`src/rtl/ttl_busseq_pkg.sv`:
```
// Shared definitions for the tri-state bus transfer sequencer: FSM encoding,
// counter width and a helper that extracts one destination index from a packed vector.
package ttl_busseq_pkg;

    localparam logic [1:0] ST_IDLE    = 2'd0;
    localparam logic [1:0] ST_DRIVE   = 2'd1;
    localparam logic [1:0] ST_LATCH   = 2'd2;
    localparam logic [1:0] ST_RELEASE = 2'd3;

    // Wide enough for SETTLE and TURNAROUND values up to 7.
    localparam int CNT_W = 3;

    function automatic logic [7:0] dst_slice(input logic [63:0] vec, input int idx, input int w);
        logic [63:0] mask;
        mask = (64'd1 << w) - 64'd1;
        return 8'((vec >> (idx * w)) & mask);
    endfunction

endpackage

```
`src/rtl/ttl_rr_arbiter.sv`:
```
// Combinational requester arbiter: round-robin from ptr, or fixed lowest-index
// priority when BUSSEQ_FIXED_PRIO_EN is defined (ptr is then ignored).
module ttl_rr_arbiter #(
    parameter int N_SRC = 4,
    parameter int IW    = 2
) (
    input  logic [N_SRC-1:0] req,
    input  logic [IW-1:0]    ptr,
    output logic [IW-1:0]    win,
    output logic             valid
);

`ifdef BUSSEQ_FIXED_PRIO_EN
    logic unused_ptr;
    assign unused_ptr = ^ptr;

    always_comb begin
        win   = '0;
        valid = 1'b0;
        for (int k = 0; k < N_SRC; k++) begin
            if (!valid && req[IW'(k)]) begin
                valid = 1'b1;
                win   = IW'(k);
            end
        end
    end
`else
    // Search upward from ptr with wrap; the first set bit wins.
    always_comb begin
        win   = '0;
        valid = 1'b0;
        for (int k = 0; k < N_SRC; k++) begin
            int idx;
            idx = int'(ptr) + k;
            if (idx >= N_SRC) idx = idx - N_SRC;
            if (!valid && req[IW'(idx)]) begin
                valid = 1'b1;
                win   = IW'(idx);
            end
        end
    end
`endif

endmodule

```
`src/rtl/ttl_bus_xfer_seq.sv`:
```
// Sequences register-to-register moves over a shared 74574-style tri-state bus:
// drive OE_bar, pulse the destination LD, then release. Macro: BUSSEQ_FIXED_PRIO_EN.
module ttl_bus_xfer_seq
    import ttl_busseq_pkg::*;
#(
    parameter int N_SRC      = 4,
    parameter int N_DST      = 4,
    parameter int DST_W      = 2,
    parameter int SETTLE     = 1,
    parameter int TURNAROUND = 1
) (
    input  logic                   CLK,
    input  logic                   RST_bar,
    input  logic [N_SRC-1:0]       REQ,
    input  logic [N_SRC*DST_W-1:0] DST,
    output logic [N_SRC-1:0]       OE_bar,
    output logic [N_DST-1:0]       LD,
    output logic [N_SRC-1:0]       GNT,
    output logic                   ERR,
    output logic                   BUSY
);

    localparam int IW = $clog2(N_SRC);

    logic [1:0]       state;
    logic [CNT_W-1:0] cnt;
    logic [IW-1:0]    ptr;
    logic [IW-1:0]    win;
    logic             valid;
    logic [IW-1:0]    win_q;
    logic [DST_W-1:0] dst_q;
    logic [N_DST-1:0] ld_dec;
    logic             dst_bad;

    ttl_rr_arbiter #(.N_SRC(N_SRC), .IW(IW)) u_arb (
        .req   (REQ),
        .ptr   (ptr),
        .win   (win),
        .valid (valid)
    );

    always_comb begin
        ld_dec = '0;
        for (int i = 0; i < N_DST; i++) ld_dec[i] = (dst_q == DST_W'(i));
    end

    assign dst_bad = {1'b0, dst_q} >= (DST_W+1)'(N_DST);

`ifdef BUSSEQ_FIXED_PRIO_EN
    assign ptr = '0;
`else
    always_ff @(posedge CLK) begin
        if (!RST_bar)
            ptr <= '0;
        else if (state == ST_IDLE && valid)
            ptr <= (int'(win) == N_SRC - 1) ? '0 : win + 1'b1;
    end
`endif

    // Outputs are registered, so each transition loads the values for the state it enters.
    always_ff @(posedge CLK) begin
        if (!RST_bar) begin
            state  <= ST_IDLE;
            cnt    <= '0;
            win_q  <= '0;
            dst_q  <= '0;
            OE_bar <= '1;
            LD     <= '0;
            GNT    <= '0;
            ERR    <= 1'b0;
            BUSY   <= 1'b0;
        end else begin
            LD  <= '0;
            GNT <= '0;
            ERR <= 1'b0;
            case (state)
                ST_IDLE: begin
                    if (valid) begin
                        win_q  <= win;
                        dst_q  <= DST_W'(dst_slice(64'(DST), int'(win), DST_W));
                        OE_bar <= ~(N_SRC'(1) << win);
                        cnt    <= CNT_W'(SETTLE - 1);
                        BUSY   <= 1'b1;
                        state  <= ST_DRIVE;
                    end
                end
                ST_DRIVE: begin
                    if (cnt == '0) begin
                        LD    <= ld_dec;
                        ERR   <= dst_bad;
                        GNT   <= N_SRC'(1) << win_q;
                        state <= ST_LATCH;
                    end else begin
                        cnt <= cnt - 1'b1;
                    end
                end
                ST_LATCH: begin
                    OE_bar <= '1;
                    if (TURNAROUND == 0) begin
                        BUSY  <= 1'b0;
                        state <= ST_IDLE;
                    end else begin
                        cnt   <= CNT_W'(TURNAROUND - 1);
                        state <= ST_RELEASE;
                    end
                end
                ST_RELEASE: begin
                    if (cnt == '0) begin
                        BUSY  <= 1'b0;
                        state <= ST_IDLE;
                    end else begin
                        cnt <= cnt - 1'b1;
                    end
                end
                default: begin
                    OE_bar <= '1;
                    BUSY   <= 1'b0;
                    state  <= ST_IDLE;
                end
            endcase
        end
    end

endmodule

```
`config.mk`:
```
export PLATFORM = sky130hd
export DESIGN_NAME = ttl_bus_xfer_seq
export DESIGN_NICKNAME = d
export VERILOG_FILES = /design/src/rtl/ttl_busseq_pkg.sv /design/src/rtl/ttl_rr_arbiter.sv /design/src/rtl/ttl_bus_xfer_seq.sv
export SDC_FILE = /design/constraint.sdc
export NUM_CORES = 1
export LEC_CHECK = 0
export BUFFER_PORTS_ARGS = -buffer_cell sky130_fd_sc_hd__buf_2
export CAP_MARGIN = 15
export CORE_MARGIN = 5
export CORE_UTILIZATION = 52
export DETAILED_ROUTE_END_ITERATION = 8
export MAX_ROUTING_LAYER = met4
export PLACE_DENSITY_LB_ADDON = 0.2
export SYNTH_ARGS = -nofsm -noshare
export SYNTH_HDL_FRONTEND = slang
export SYNTH_SLANG_ARGS = --single-unit
```
`constraint.sdc`:
```
create_clock -name CLK -period 2.5 [get_ports CLK]
set_clock_uncertainty 0.2 [all_clocks]
set_input_delay 0.375 -clock CLK [delete_from_list [all_inputs] [get_ports CLK]]
set_output_delay 0.375 -clock CLK [all_outputs]
set_load 0.03 [all_outputs]
```
==> results.cfg <==
[synth]
ys_seq_area_share_pct = 38.8
yosysMostFrequentCell = dfxtp_1
yosysUniqueCellTypes = 36
synth.cell_area_um2 = 1240
synthTopCellsByArea = dfxtp_1 39%, ha_1 11%, nand2_1 6.7%, mux2i_1 4.9%, o21ai_0 3.2%
syn_area_per_cell_um2 = 9.17
async_reset_ff_share_pct = 0
synth_cells = 135
synth-seq-cells = 24
synth_common_cells = 24 x dfxtp_1, 22 x nand2_1, 11 x ha_1
synth_warnings = 0
ys_dominant_reg_cell = dfxtp_1
synth_top_area_share_pct = 38.8
synth-edff-count = 0
synth_fp_nets = 160
synth_largest_area_cell = dfxtp_1

[layout]
multiInputGateArea_um2 = 696
ff_latch_area_um2 = 480
area_growth_pct = 12.6
fin_util_pct = 62.4
n_antenna_cell = 0
fin_cells = 187
fill_cells = 208
nets = 186
final_area_um2 = 1390
drive_gt1_share_pct = 22.0

[sta]
hold_slack_ns = 0.159
finalHoldViolCount = 0
relSlewSlack_pct = 64.8
drv_slew = 0
postLayoutSetupSlackWorst_ns = 0.489
post-route-period-util_pct = 80.4
period_minus_slack_ns = 2.01
tightestPinTransition_ns = 0.527
rsz0062_at_grt = false
max_freq_ghz = 0.497
setup-violations-final = 0
setup_tns_ns = 0

[cts]
cts_made_buffers = 3
htree_levels = 1
ctsHoldBuffers = 0
clk_latency_ns = 0.30
cts_resized = 0
path_clk_slew_ns = 0.12
cts_buffer_depth = 2
post_cts_buffers = 0
cts_tree = yes
cts-root-buf = clkbuf_4
cts_num_sinks = 24

[setup_path]
crit_fanout = 7
regToRegStartpoint = ptr[1]
path_class = reg -> reg
ff2ff_path_depth = 8
crit_start = ptr[1]
critPathCaptureType = flop
cp-start-kind = flop
crit_required_ns = 2.55
arrival_ns = 2.07

[min_path]
min_from = DST[2]
hold_path_class = in -> reg
hold_depth = 3

[power]
power-per-cell-area_nw_per_um2 = 845
total_power_mw = 1.18
leakagePower_nw = 0.612
vdd_ir_drop_max_mv = 0.580

[outcome]
outcome = completed

[route]
route.detailed.drc = 0
viasPerCell = 5.21
routed_wirelength_um = 2270
dr.pass1.iters = 4
initialDrtViolationCount = 17
final_antenna_net_count = 0
vias = 975
wl_per_cell_um = 12.1

[global_routing]
grt_pass1_vias = 879
met3_usage_pct = 2.85
grt_use_met1_pct = 17.4
grt-ovfl-total = 0
grt_start_max_net_pins = 21
use_met2_pct = 23.0
grt_first_pass_wirelength_um = 3760
track_usage_pct = 14.4
antenna_found_initial = 0
grt.busiest_layer = met2

[die]
die_w_um = 58.8
core_area_um2 = 2230
die-area_um2 = 3460
start_util_pct = 55.4
fp.dieH_um = 58.8
fp-row-count = 17
io-pin-count = 28

[placed_design]
placed_area_um2 = 1370
globalplace.congestion = 0.806
dp.cells = 184
dpl.hpwl_um = 1830
portBuffers = 26
post-place-ws_ns = 0.509

[job]
drv_cap = 0
## critical path, cell delays in order (launching register included)
cell and delay, ns:
dfxtp_1 0.49, mux2i_1 0.23, nor2_1 0.09, a311oi_4 0.41
inv_1 0.12, ha_1 0.21, nand3b_1 0.08, o21ai_0 0.08
nand2_1 0.06
## power by group
part / total, mW / switching (mW) / internal (mW) / leakage, nW
Sequential: 0.520 / 0.0639 / 0.456 / 0.196
Combinational: 0.496 / 0.303 / 0.192 / 0.402
Clock: 0.162 / 0.106 / 0.0561 / 0.0138
Total: 1.18 / 0.473 / 0.705 / 0.612
## layer usage
metal,part of all wire (%),wire (µm)
met4,0.93,21
met1,45,1020
met5,0,0
met2,48,1090
met3,5.9,133
## flip-flops by register name (all words and copies together) (netlist names), 2 cells and up
name    count
GNT         4
LD          4
state       2
cnt         3
ptr         2
win_q       2
OE_bar      4
dst_q       2
## logic make-up (layout without fill, tap and decap cells)
kind of cell	after synthesis	count (layout)	share of synthesized area, %
fa+ha+maj	11	11	11.1
other cells	1	1	0.303
buf+inv	13	37	4.95
simple gates	53	53	22.4
flops	24	24	38.8
compound gates	27	27	17.5
mux	6	6	4.85
## final cells by class
cell class / count / share of cell area, %
inverters: 8 / 2.15
repair buffers: 26 / 9.34
multi-input cells: 98 / 49.9
clock buffers: 3 / 1.62
well taps: 28 / 2.51
flip-flops and latches: 24 / 34.5
## final timing paths
check	end	slack [ns]
setup / recovery	OE_bar[2]	0.49
setup reg to reg	OE_bar[2]	0.49
hold reg to reg	cnt[0]	0.27
hold / removal	dst_q[0]	0.16
## cells in the final DEF, fill, tap and decap left out, drive strengths merged, types with 6 or more instances in the layout
cell type	instances
o21ai	9
dfxtp	24
ha	11
inv	8
nor2	6
nand2	22
mux2i	6
buf	26
Power figures use the tool's default switching activity.
